**src/rtl/seg_scan_decoder_pkg.sv**
```systemverilog
// seg_scan_decoder_pkg
//   Shared definitions for the multiplexed 7-segment scan decoder:
//   digit count, output widths, FSM state encoding and the
//   digit-to-segment pattern table (active-low, seg[0]=a .. seg[6]=g).
package seg_scan_decoder_pkg;

  localparam int NUM_DIGITS = 4;
  localparam int COUNT_W    = 14;
  localparam int BCD_W      = 16;

  typedef enum logic [1:0] {
    ST_COLLECT = 2'd0,
    ST_CONVERT = 2'd1,
    ST_DONE    = 2'd2
  } state_t;

  // Active-low segment pattern for a decimal digit; anything outside 0..9
  // returns all segments off.
  function automatic logic [6:0] digit_pat(input logic [3:0] d);
    logic [6:0] p;
    case (d)
      4'd0:    p = 7'h40;
      4'd1:    p = 7'h79;
      4'd2:    p = 7'h24;
      4'd3:    p = 7'h30;
      4'd4:    p = 7'h19;
      4'd5:    p = 7'h12;
      4'd6:    p = 7'h02;
      4'd7:    p = 7'h78;
      4'd8:    p = 7'h00;
      4'd9:    p = 7'h10;
      default: p = 7'h7F;
    endcase
    return p;
  endfunction

endpackage

```
**src/rtl/seg_scan_decoder_decode.sv**
```systemverilog
// seg_pattern_decode
//   Combinational reverse lookup of an active-low 7-segment pattern.
//   Ports:
//     seg   in  [6:0]  active-low segment pattern
//     digit out [3:0]  decoded digit, 0 when the pattern is not recognised
//     bad   out        1 when the pattern matches no digit
module seg_pattern_decode
  import seg_scan_decoder_pkg::*;
(
  input  logic [6:0] seg,
  output logic [3:0] digit,
  output logic       bad
);

  always_comb begin
    digit = 4'd0;
    bad   = 1'b1;
    for (int i = 0; i < 10; i++) begin
      if (seg == digit_pat(4'(i))) begin
        digit = 4'(i);
        bad   = 1'b0;
      end
    end
  end

endmodule

```
**src/rtl/seg_scan_decoder.sv**
```systemverilog
// seg_scan_decoder
//   Monitors a 4-digit multiplexed, active-low 7-segment display driven from
//   the same clock, reassembles each scanned frame and converts it to binary.
//   Ports:
//     clk        in         system clock
//     reset      in         synchronous, active-high reset
//     seg        in  [6:0]  active-low segments, seg[0]=a .. seg[6]=g
//     an         in  [3:0]  active-low anodes, an[3]=thousands .. an[0]=units
//     count      out [13:0] binary value of the last good frame
//     bcd        out [15:0] BCD digits of the last good frame, [15:12]=thousands
//     valid      out        one-cycle pulse when a frame finishes decoding
//     frame_err  out        with valid: frame contained an undecodable pattern
//     blanked    out        all anodes off for at least BLANK_CYCLES
module seg_scan_decoder
  import seg_scan_decoder_pkg::*;
#(
  parameter int STABLE_CYCLES = 4,
  parameter int BLANK_CYCLES  = 1024
) (
  input  logic               clk,
  input  logic               reset,
  input  logic [6:0]         seg,
  input  logic [3:0]         an,
  output logic [COUNT_W-1:0] count,
  output logic [BCD_W-1:0]   bcd,
  output logic               valid,
  output logic               frame_err,
  output logic               blanked
);

  localparam int STAB_W  = $clog2(STABLE_CYCLES + 1);
  localparam int BLANK_W = $clog2(BLANK_CYCLES + 1);
  localparam logic [STAB_W-1:0]  STAB_MAX  = STAB_W'(STABLE_CYCLES);
  localparam logic [BLANK_W-1:0] BLANK_MAX = BLANK_W'(BLANK_CYCLES);

  // ---------------------------------------------------------------------------
  // Stage p0: digit selection and stability qualification
  // ---------------------------------------------------------------------------
  logic [3:0]        w_an_act;
  logic              w_sel_onehot;
  logic [1:0]        w_sel_pos;
  logic              w_same;
  logic [STAB_W-1:0] w_stab_nxt;
  logic              w_capture;
  logic [3:0]        w_dec_digit;
  logic              w_dec_bad;

  logic [3:0]        r_an_p1;
  logic [6:0]        r_seg_p1;
  logic [STAB_W-1:0] r_stab_cnt;

  assign w_an_act     = ~an;
  assign w_sel_onehot = (w_an_act != 4'd0) && ((w_an_act & (w_an_act - 4'd1)) == 4'd0);
  assign w_same       = (an == r_an_p1) && (seg == r_seg_p1);

  always_comb begin
    case (an)
      4'b1110: w_sel_pos = 2'd0;
      4'b1101: w_sel_pos = 2'd1;
      4'b1011: w_sel_pos = 2'd2;
      4'b0111: w_sel_pos = 2'd3;
      default: w_sel_pos = 2'd0;
    endcase
  end

  // Counts how many consecutive cycles the current (an, seg) pair has been
  // present, saturating at STABLE_CYCLES. A non-one-hot anode value restarts it.
  always_comb begin
    w_stab_nxt = '0;
    if (w_sel_onehot) begin
      if (w_same)
        w_stab_nxt = (r_stab_cnt == STAB_MAX) ? STAB_MAX : r_stab_cnt + STAB_W'(1);
      else
        w_stab_nxt = STAB_W'(1);
    end
  end

  // Fire once on the cycle the count first reaches the threshold; staying
  // saturated on an unchanged selection does not re-capture.
  assign w_capture = w_sel_onehot && (w_stab_nxt == STAB_MAX) &&
                     !(w_same && (r_stab_cnt == STAB_MAX));

  always_ff @(posedge clk) begin
    r_an_p1  <= an;
    r_seg_p1 <= seg;
    if (reset) r_stab_cnt <= '0;
    else       r_stab_cnt <= w_stab_nxt;
  end

  seg_pattern_decode u_decode (
    .seg   (seg),
    .digit (w_dec_digit),
    .bad   (w_dec_bad)
  );

  // ---------------------------------------------------------------------------
  // Stage p1: per-position digit capture and frame assembly
  // ---------------------------------------------------------------------------
  logic [NUM_DIGITS-1:0][3:0] r_dig;
  logic [NUM_DIGITS-1:0]      r_bad;
  logic [NUM_DIGITS-1:0]      r_seen;
  logic [NUM_DIGITS-1:0]      w_seen_nxt;
  logic [NUM_DIGITS-1:0][3:0] r_snap_dig;
  logic [NUM_DIGITS-1:0]      r_snap_bad;
  logic                       w_accept;

  // A capture in the same cycle a frame is accepted belongs to the next frame.
  always_comb begin
    w_seen_nxt = w_accept ? '0 : r_seen;
    if (w_capture) w_seen_nxt[w_sel_pos] = 1'b1;
  end

  always_ff @(posedge clk) begin
    if (w_capture) r_dig[w_sel_pos] <= w_dec_digit;
    if (w_accept) begin
      r_snap_dig <= r_dig;
      r_snap_bad <= r_bad;
    end
    if (reset) begin
      r_seen <= '0;
      r_bad  <= '0;
    end else begin
      r_seen <= w_seen_nxt;
      if (w_capture) r_bad[w_sel_pos] <= w_dec_bad;
    end
  end

  // ---------------------------------------------------------------------------
  // Stage p2: frame FSM and serial binary conversion
  // ---------------------------------------------------------------------------
  state_t               r_state;
  state_t               w_state_nxt;
  logic [1:0]           r_conv_idx;
  logic [COUNT_W-1:0]   r_acc;
  logic [3:0]           w_conv_digit;
  logic [COUNT_W-1:0]   w_acc_nxt;
  logic                 w_conv_last;

  assign w_conv_digit = r_snap_dig[2'd3 - r_conv_idx];
  // acc*10 + digit; the largest result is 9999, so 14 bits never overflow.
  assign w_acc_nxt    = (r_acc << 3) + (r_acc << 1) +
                        {{(COUNT_W-4){1'b0}}, w_conv_digit};
  assign w_conv_last  = (r_state == ST_CONVERT) && (r_conv_idx == 2'd3);

  always_comb begin
    w_state_nxt = r_state;
    w_accept    = 1'b0;
    valid       = 1'b0;
    frame_err   = 1'b0;
    case (r_state)
      ST_COLLECT: begin
        if (r_seen == '1) begin
          w_accept    = 1'b1;
          w_state_nxt = ST_CONVERT;
        end
      end
      ST_CONVERT: begin
        if (r_conv_idx == 2'd3) w_state_nxt = ST_DONE;
      end
      ST_DONE: begin
        valid       = 1'b1;
        frame_err   = |r_snap_bad;
        w_state_nxt = ST_COLLECT;
      end
      default: w_state_nxt = ST_COLLECT;
    endcase
  end

  always_ff @(posedge clk) begin
    if (reset) r_state <= ST_COLLECT;
    else       r_state <= w_state_nxt;
  end

  always_ff @(posedge clk) begin
    if (w_accept)                    r_acc <= '0;
    else if (r_state == ST_CONVERT)  r_acc <= w_acc_nxt;

    if (reset)                       r_conv_idx <= 2'd0;
    else if (w_accept)               r_conv_idx <= 2'd0;
    else if (r_state == ST_CONVERT)  r_conv_idx <= r_conv_idx + 2'd1;
  end

  // Results are loaded on the edge entering DONE so they are already visible
  // while valid is high; a bad frame leaves the previous result in place.
  always_ff @(posedge clk) begin
    if (reset) begin
      count <= '0;
      bcd   <= '0;
    end else if (w_conv_last && !(|r_snap_bad)) begin
      count <= w_acc_nxt;
      bcd   <= r_snap_dig;
    end
  end

  // ---------------------------------------------------------------------------
  // Blank detection
  // ---------------------------------------------------------------------------
  logic [BLANK_W-1:0] r_blank_cnt;

  always_ff @(posedge clk) begin
    if (reset)                    r_blank_cnt <= '0;
    else if (an != 4'b1111)       r_blank_cnt <= '0;
    else if (r_blank_cnt != BLANK_MAX)
                                  r_blank_cnt <= r_blank_cnt + BLANK_W'(1);
  end

  assign blanked = (r_blank_cnt == BLANK_MAX);

endmodule

```
**config.mk**
```make
export PLATFORM = sky130hd
export DESIGN_NAME = seg_scan_decoder
export DESIGN_NICKNAME = d
export VERILOG_FILES = /design/src/rtl/seg_scan_decoder_pkg.sv /design/src/rtl/seg_scan_decoder_decode.sv /design/src/rtl/seg_scan_decoder.sv
export SDC_FILE = /design/constraint.sdc
export NUM_CORES = 1
export LEC_CHECK = 0
export CAP_MARGIN = 20
export CORE_MARGIN = 4
export CORE_UTILIZATION = 55
export CTS_CLUSTER_DIAMETER = 60
export CTS_CLUSTER_SIZE = 10
export DETAILED_ROUTE_END_ITERATION = 6
export PLACE_DENSITY = 0.74
export SLEW_MARGIN = 20
export SYNTH_ARGS = -nofsm -noshare
export SYNTH_HDL_FRONTEND = slang
export SYNTH_HIERARCHICAL = 1
export SYNTH_SLANG_ARGS = --single-unit
```
**constraint.sdc**
```tcl
create_clock -name clk -period 5.75 [get_ports clk]
set_input_delay 0.8625 -clock clk [delete_from_list [all_inputs] [get_ports clk]]
set_output_delay 0.8625 -clock clk [all_outputs]
set_load 0.02 [all_outputs]
```
==> results of run 1 <==
## per-layer routing
metal | share of wire | wire, um
met5 | 0 | 0
met4 | 0.012 | 117
met3 | 0.039 | 392
met2 | 0.52 | 5295
met1 | 0.43 | 4328
## worst max-delay path: stages (launching register included)
cell and delay, ns:
dfxtp_1 0.52, mux4_2 0.54, inv_1 0.08, fa_1 0.46, fa_1 0.47, nand2b_1 0.18
a21oi_1 0.27, nor3_1 0.11, o21a_1 0.23, or4_1 0.48, nand3_1 0.09
## registers in the layout, summed over array words and instances (netlist names)
register     flops
bcd             16
r_dig           16
r_snap_dig      16
count           14
r_acc           13
r_blank_cnt     11
r_seg_p1         7
r_an_p1          4
r_bad            4
r_seen           4
r_snap_bad       4
r_stab_cnt       3
r_conv_idx       2
r_state          2
## stage by stage
| step | cell area, um^2 | util | power, W | instances |
|---|---|---|---|---|
| after floorplan | 5122 | - | 0.0009527 | 492 |
| after global placement | 5663 | 0.6369 | 0.0009838 | 630 |
| after detailed placement | 5663 | 0.6369 | 0.0009870 | 630 |
| after CTS | 6296 | 0.7081 | 0.002090 | 662 |
| after global routing | 6297 | 0.7083 | 0.002147 | 662 |
| final | 6297 | 0.7083 | 0.002074 | 662 |
## area by class of cell
cell class	count	area share
clock buffers	20	0.07252
well taps	108	0.02146
repair buffers	48	0.07510
clock inverters	12	0.02802
multi-input cells	341	0.3668
inverters	17	0.01013
flip-flops and latches	116	0.4260
## final timing paths
check	to	slack (ns)	depth (start not counted)	from
setup / recovery	count[10]$_SDFFE_PP0P_	2.26	10	r_conv_idx[0]$_SDFFE_PP0P_
hold / removal	r_snap_dig[6]$_DFFE_PP_	0.42	0	r_dig[6]$_DFFE_PP_
setup reg to reg	count[10]$_SDFFE_PP0P_	2.26	10	r_conv_idx[0]$_SDFFE_PP0P_
hold reg to reg	r_snap_dig[6]$_DFFE_PP_	0.42	0	r_dig[6]$_DFFE_PP_
## cell families (layout without fill, tap and decap cells)
| group | Yosys count | count (layout) | share of synthesized area |
|---|---|---|---|
| AOI/OAI and AO/OA | 85 | 85 | 0.09844 |
| xor gates and xnor gates | 34 | 34 | 0.05813 |
| adders and majority gates | 29 | 29 | 0.07377 |
| buffers and inverters | 35 | 97 | 0.02565 |
| DFF | 116 | 116 | 0.5237 |
| muxes | 9 | 9 | 0.02736 |
| and+or+nand+nor | 184 | 184 | 0.1930 |
## power groups by stage
stage          sequential, W  clock, W  combinational [W]
6_report            0.000859   0.00110           0.000114
5_1_grt             0.000860   0.00116           0.000127
4_1_cts             0.000859   0.00112           0.000113
3_5_place_dp        0.000876         0           0.000111
3_3_place_gp        0.000875         0           0.000109
2_1_floorplan       0.000874         0          0.0000790
## cells in the final DEF (no fill, tap or decap), types with 5 or more instances in the layout
cell type	instances
mux2i_1	5
dfxtp_1	80
clkbuf_16	17
nor2_1	34
o21ai_0	8
inv_1	16
nand2b_1	8
a211oi_1	7
nand3_1	15
ha_1	27
nand2_1	80
xor2_1	20
a21oi_1	49
edfxtp_1	36
clkdlybuf4s50_1	45
nor3_1	6
nor4_4	5
xnor2_1	14
==> flow_summary.yaml, run 1 <==
floorplanning:
  initial_utilization: 0.5761
  die_area_um2: 10920
  fp.dieH_um: 104.5
  coreArea_um2: 8891
  fp.dieW_um: 104.5
  rows: 34
  ios: 46
synth:
  synth_ff_type: "dfxtp_1"
  yosysTopAreaCell: "dfxtp_1"
  async_reset_ff_frac: 0
  synth_area_leaders: "dfxtp_1 31%, edfxtp_1 21%, ha_1 6.6%"
  netlist_instances: 492
  yosys_warnings: 6
  synth_top_cell_area_share: 0.3127
  synth_edf_count: 36
  syn-cell-area_um2: 5122
  synth_seq_cells: 116
  yosysUniqueCellTypes: 55
  synth_area_per_cell_um2: 10.41
  netlist_top_cells_count: "80 x dfxtp_1, 80 x nand2_1, 49 x a21oi_1, 36 x edfxtp_1, 34 x nor2_1"
  synth_nets: 534
  ys_seq_area_frac: 0.5237
power_and_ir_drop:
  power.internal_w: 0.001638
  clock_power_share: 0.531
  pwr-share-comb: 0.055
  peakVddDrop_uv: 237.4
  pwr-share-seq: 0.414
  power_density_nw_per_um2: 329.4
  p_leak_nw: 2.251
  swShare: 0.2102
  switching_power_w: 0.0004359
clock_network:
  postCtsHoldBufs: 0
  cts_tree: "yes"
  clkSlewWorstSetupHoldPaths_ns: 0.06
  clock_sinks: 116
  root_buffer: "clkbuf_8"
  numCtsBuffers: 17
  cts.path.max_buffers: 2
  cts_resized: 0
  htreeDepth: 4
  cts_setup_buffers: 0
  clock_latency_ns: 0.50
grt:
  grt_pass1_wl_um: 17730
  antenna_found_initial: 0
  gr-total-overflow: 0
  grt_pass1_vias: 3832
  grt_util_met1: 0.2271
  use_met2: 0.3565
  use_met3: 0.05959
  top_usage_layer: "met2"
  grt_use_total: 0.2007
  grt_max_degree: 50
setup_path:
  crit_fanout: 6
  worst_ep_arrival_time_ns: 3.94
  crit_path_end_kind: "register"
  critPathLaunchType: "register"
  worstSetupPathType: "register to register"
  required_ns: 6.19
sta:
  worst_hold_slack_ns: 0.4225
  timing.final.ws_setup_ns: 2.258
  finalHoldViolCount: 0
  finClkSkew_ns: 0.006594
  worst_slew_margin_rel: 0.5371
  setup_viol: 0
  period_needed_ns: 3.492
  max_freq_mhz: 286.3
  finalCritPeriodShare: 0.6074
  maxSlewViolCount: 0
  fin_setup_tns_ns: 0
  grt_setup_unrepaired: "no"
  tightest_slew_ns: 0.6880
run_status:
  status: "completed"
detailed_routing:
  wl_per_cell_um: 15.31
  ant_nets: 0
  drt_pass1_iterations: 4
  drt_iter0_drc: 124
  vias: 3662
  routed_via_density: 5.532
  wirelength_um: 10130
  route.detailed.drc: 0
finish:
  drive_gt1_frac: 0.09747
  register_area_um2: 2683
  fillCellCount: 652
  area_delta_synth_final_pct: 22.94
  diodes: 0
  multi_input_area_um2: 2310
  nets: 583
min_path:
  hold_path_class: "register to register"
placed_design:
  portBuffers: 45
  pre_cts_slack_ns: 2.263
  gp_congestion: 0.8119
  dp_hpwl_um: 7016
job:
  maxCapViolations: 0
No activity file was read; power rests on OpenSTA's default activity.
==> inputs of run 2 (changes only) <==
==> constraint.sdc (replaced) <==
create_clock -name clk -period 3.22 [get_ports clk]
set_input_delay 0.483 -clock clk [delete_from_list [all_inputs] [get_ports clk]]
set_output_delay 0.483 -clock clk [all_outputs]
set_load 0.02 [all_outputs]
==> run 2 against run 1 <==
  * Sequential cell count did not move
  * Hold slack got worse by 0.0035 ns
  * Critical endpoint unchanged
  * Maximum frequency rose by 11%
  * Wire length rose by 2.0%
  * Global-route usage fell by 0.36 points
  * Setup slack got worse by 2.2 ns
  * Clock power rose by 60%
  * Non-clock buffer count rose by 11
  * Critical path type unchanged
  * Sequential share of layout area fell by 0.19 points
  * Cell area rose by 0.50%
==> flow_summary.yaml, run 2 (synthesis results as in run 1) <==
grt:
  gr-total-overflow: 0
  grt_max_degree: 49
  antenna_found_initial: 0
  grt_pass1_vias: 3630
  grt_pass1_wl_um: 17340
  grt_use_total: 0.1971
clock_network:
  numCtsBuffers: 17
  htreeDepth: 4
  cts_tree: "yes"
  cts_setup_buffers: 0
  clkSlewWorstSetupHoldPaths_ns: 0.06
  cts.path.max_buffers: 2
  root_buffer: "clkbuf_8"
  clock_sinks: 116
  clock_latency_ns: 0.51
power_and_ir_drop:
  switching_power_w: 0.0008563
  clock_power_share: 0.503
  pwr-share-comb: 0.060
  swShare: 0.2441
  peakVddDrop_uv: 385.3
  pwr-share-seq: 0.437
  p_leak_nw: 2.281
  power.internal_w: 0.002652
  power_density_nw_per_um2: 554.4
detailed_routing:
  drt_pass1_iterations: 4
  drt_iter0_drc: 133
  wirelength_um: 10340
  routed_via_density: 5.532
  wl_per_cell_um: 15.36
  ant_nets: 0
  vias: 3723
  route.detailed.drc: 0
floorplanning:
  ios: 46
  fp.dieH_um: 104.5
  initial_utilization: 0.5761
  fp.dieW_um: 104.5
  coreArea_um2: 8891
  rows: 34
  die_area_um2: 10920
sta:
  maxSlewViolCount: 0
  timing.final.ws_setup_ns: 0.08484
  worst_slew_margin_rel: 0.4816
  max_freq_mhz: 319.0
  period_needed_ns: 3.135
  grt_setup_unrepaired: "no"
  finalHoldViolCount: 0
  tightest_slew_ns: 0.7760
  finClkSkew_ns: 0.01276
  setup_viol: 0
  finalCritPeriodShare: 0.9737
finish:
  area_delta_synth_final_pct: 23.55
  nets: 594
  drive_gt1_frac: 0.1274
  utilization: 0.7118
  largestRegisters: "bcd x16, r_dig x16, r_snap_dig x16"
  final_cell_mix: "80 x nand2_1, 79 x dfxtp_1, 48 x a21oi_1, 45 x clkdlybuf4s50_1, 36 x edfxtp_1"
  final_common_cell: "nand2_1"
  diodes: 0
placed_design:
  dp_hpwl_um: 7105
  gp_congestion: 0.8944
  portBuffers: 45
  pre_cts_slack_ns: -0.04488
setup_path:
  worst_ep_arrival_time_ns: 3.59
  crit_fanout: 3
  worstSetupPathType: "register to register"
  required_ns: 3.67
  crit_path_end_kind: "register"
  critPathLaunchType: "register"
run_status:
  status: "completed"
job:
  maxCapViolations: 0
min_path:
  hold_path_class: "register to register"
run 2: changes by cell type in the layout (fill, tap and decap cells not counted), sizes merged:
cell	previous run	this run
clkinv	4	3
inv	17	24
bufinv	4	1
clkbuf	20	17
buf	3	14
run 2: final timing paths:
check                                              start                       end  slack, ns  depth (start not counted)
worst max register to register  r_snap_dig[15]$_DFFE_PP_    count[10]$_SDFFE_PP0P_       0.08                         10
worst min-delay path                 r_dig[11]$_DFFE_PP_  r_snap_dig[11]$_DFFE_PP_       0.42                          0
worst max-delay path            r_snap_dig[15]$_DFFE_PP_    count[10]$_SDFFE_PP0P_       0.08                         10
worst min register to register       r_dig[11]$_DFFE_PP_  r_snap_dig[11]$_DFFE_PP_       0.42                          0
run 2: metal layers:
layer / global-route usage / vias to the layer above / wire length, um
met5: 0 / - / 0
met4: 0.07028 / 0 / 131
met3: 0.05525 / 12 / 424
met2: 0.3423 / 78 / 5342
met1: 0.2337 / 1784 / 4439
li1: - / 1849 / -
run 2: layout make-up:
| type | count | area [um^2] |
|---|---|---|
| flip-flops and latches | 116 | 2684 |
| fillers | 669 | 2562 |
| multi-input cells | 341 | 2330 |
| repair buffers | 59 | 555.5 |
| clock buffers | 17 | 414.1 |
| clock inverters | 15 | 146.4 |
| well taps | 108 | 135.1 |
| inverters | 17 | 63.81 |
run 2: timing repair:
| action | in CTS | in global routing |
|---|---|---|
| setup endpoints to repair | 3 | 3 |
| pin swaps | 0 | 1 |
| resized for setup | 2 | 4 |
| hold buffers | 0 | 0 |
run 2: worst max-delay path, cell delays in order, from the launching register on:
cell	delay, ns
edfxtp_1	0.42
mux4_2	0.47
inv_1	0.08
fa_2	0.47
fa_2	0.41
nand2b_1	0.19
a21oi_2	0.17
nor3_1	0.09
o21a_1	0.23
or4_1	0.47
nand3_1	0.09
run 2: power groups by stage:
stage | registers (W) | clock network [W] | logic (W)
6_report | 0.00153 | 0.00176 | 0.000212
2_1_floorplan | 0.00156 | 0 | 0.000141
3_3_place_gp | 0.00156 | 0 | 0.000197
5_1_grt | 0.00153 | 0.00187 | 0.000233
3_5_place_dp | 0.00156 | 0 | 0.000204
4_1_cts | 0.00153 | 0.00179 | 0.000206
run 2: through the flow:
step | TNS [ns] | hold slack (ns) | instances | instance area (um^2) | total power, W
6_report | 0 | 0.4190 | 673 | 6329 | 0.003509
5_1_grt | 0 | 0.4230 | 673 | 6329 | 0.003634
4_1_cts | 0 | 0.4184 | 673 | 6311 | 0.003525
3_5_place_dp | -0.04488 | 0.4045 | 641 | 5746 | 0.001768
3_3_place_gp | 0 | 0.4028 | 641 | 5746 | 0.001761
2_1_floorplan | 0 | 0.4003 | 492 | 5126 | 0.001701
==> inputs of run 3 (changes only) <==
--- a/config.mk
+++ b/config.mk
@@ -6,6 +6,7 @@
 export NUM_CORES = 1
 export LEC_CHECK = 0
 export CAP_MARGIN = 20
+export CORE_ASPECT_RATIO = 0.75
 export CORE_MARGIN = 4
 export CORE_UTILIZATION = 55
 export CTS_CLUSTER_DIAMETER = 60
==> run 3 against run 2 <==
  * Final cell count rose by 3.4%
  * Clock skew fell by 0.00090 ns
  * Utilization fell by 0.073 points
  * Sequential share of layout area fell by 0.68 points
  * Cell area rose by 1.6%
  * Combinational power rose by 3%
==> flow_summary.yaml, run 3 (synthesis results as in run 1) <==
run_status:
  status: "completed"
finish:
  nets: 597
  design_area_um2: 6432
  diodes: 0
  utilization: 0.7111
  drive_gt1_frac: 0.1232
  final_common_cell: "nand2_1"
  final_cell_mix: "80 x nand2_1, 79 x dfxtp_1, 48 x a21oi_1, 45 x clkdlybuf4s50_1, 36 x edfxtp_1"
  area_delta_synth_final_pct: 25.57
  largestRegisters: "bcd x16, r_dig x16, r_snap_dig x16"
detailed_routing:
  wl_per_cell_um: 16.79
  vias: 3852
  route.detailed.drc: 0
  drt_pass1_iterations: 5
  ant_nets: 0
  routed_via_density: 5.534
  wirelength_um: 11690
  drt_iter0_drc: 420
sta:
  maxSlewViolCount: 0
  setup_viol: 0
  worst_slew_margin_rel: 0.5494
  period_needed_ns: 3.115
  finClkSkew_ns: 0.01186
  finalHoldViolCount: 0
  max_freq_mhz: 321.0
  finalCritPeriodShare: 0.9674
  tightest_slew_ns: 0.6749
setup_path:
  required_ns: 3.57
  crit_path_end_kind: "register"
  crit_fanout: 2
  r2r_setup_slack_ns: 0.10
  worstSetupPathType: "register to register"
  worst_ep_arrival_time_ns: 3.46
  critPathLaunchType: "register"
grt:
  grt_pass1_wl_um: 18880
  use_met2: 0.3540
  grt_use_total: 0.2211
  top_usage_layer: "met2"
  antenna_found_initial: 0
  gr-total-overflow: 0
  grt_util_met1: 0.2879
  use_met3: 0.06663
  grt_max_degree: 49
  grt_pass1_vias: 3817
floorplanning:
  rows: 30
  die_area_um2: 10940
  fp.dieH_um: 91.58
  fp.dieW_um: 119.4
  ios: 46
  initial_utilization: 0.5663
  coreArea_um2: 9046
placed_design:
  gp_congestion: 0.8663
  place_area_um2: 5786
  portBuffers: 45
  dp_hpwl_um: 7505
clock_network:
  htreeDepth: 4
  cts.path.max_buffers: 2
  clock_sinks: 116
  root_buffer: "clkbuf_16"
  clkSlewWorstSetupHoldPaths_ns: 0.06
  cts_tree: "yes"
  postCtsHoldBufs: 0
  numCtsBuffers: 17
  clock_latency_ns: 0.41
job:
  maxCapViolations: 0
power_and_ir_drop:
  totalPowerFinal_w: 0.003666
  p_leak_nw: 2.330
  peakVddDrop_uv: 430.3
  power_density_nw_per_um2: 570.0
min_path:
  hold_path_class: "register to register"
## run 3: cell types whose count changed in the layout (fill, tap and decap cells not counted), moves of 2 or more
cell | previous run | this run
inv_6 | 6 | 0
clkbuf_1 | 0 | 5
clkbuf_16 | 16 | 20
buf_4 | 14 | 17
clkinvlp_4 | 4 | 1
clkinv_2 | 1 | 3
## run 3: metrics by stage
step                      setup TNS (ns)  setup WS, ns  hold WS, ns  cells
after CTS                              0      0.008736       0.4137    695
after floorplan                        0      0.003080       0.4003    492
final                                  0        0.1050       0.4143    696
after detailed placement        -0.01673      -0.01673       0.4045    663
after global routing            -0.04601      -0.02581       0.4234    696
after global placement                 0       0.05339       0.4016    663
## run 3: final cells by class
| class | count | area (um^2) |
|---|---|---|
| clock buffers | 25 | 519.2 |
| clock inverters | 7 | 91.34 |
| fillers | 648 | 2614 |
| inverters | 17 | 63.81 |
| multi-input cells | 341 | 2336 |
| flip-flops and latches | 116 | 2684 |
| well taps | 128 | 160.2 |
| repair buffers | 62 | 578.1 |
## run 3: path summary, 6_finish.rpt
check,end,start,cells after the start
max,count[10]$_SDFFE_PP0P_,r_snap_dig[3]$_DFFE_PP_,10
min,r_snap_dig[11]$_DFFE_PP_,r_dig[11]$_DFFE_PP_,0
max reg2reg,count[10]$_SDFFE_PP0P_,r_snap_dig[3]$_DFFE_PP_,10
min reg2reg,r_snap_dig[11]$_DFFE_PP_,r_dig[11]$_DFFE_PP_,0
## run 3: worst max-delay path: stages (launching register included)
cell and delay (ns):
edfxtp_1 0.40, mux4_2 0.48, inv_1 0.10, fa_2 0.48, fa_2 0.42, nand2b_4 0.16
a21oi_4 0.16, nor3_1 0.09, o21a_1 0.21, or4_1 0.48, nand3_1 0.09
## run 3: power breakdown
| group | total (W) | switching (W) | internal, W |
|---|---|---|---|
| sequential | 0.00154 | 0.0000149 | 0.00152 |
| combinational | 0.000219 | 0.000127 | 0.0000917 |
| clock | 0.00191 | 0.000637 | 0.00127 |
| total | 0.00367 | 0.000779 | 0.00289 |
## run 3: layer usage
| metal | share of wire | vias to the layer above | wire length, um |
|---|---|---|---|
| met3 | 0.072 | 17 | 836 |
| met4 | 0.012 | 0 | 141 |
| li1 | - | 1853 | - |
| met5 | 0 | - | 0 |
| met1 | 0.45 | 1836 | 5290 |
| met2 | 0.46 | 146 | 5418 |
## run 3: timing repair
item | 4_1_cts | 5_1_grt
buffers inserted | 0 | 1
resized for setup | 2 | 5
pin swaps | 0 | 1
endpoints found under the hold margin | 0 | 0
endpoints found under the setup margin | 3 | 6
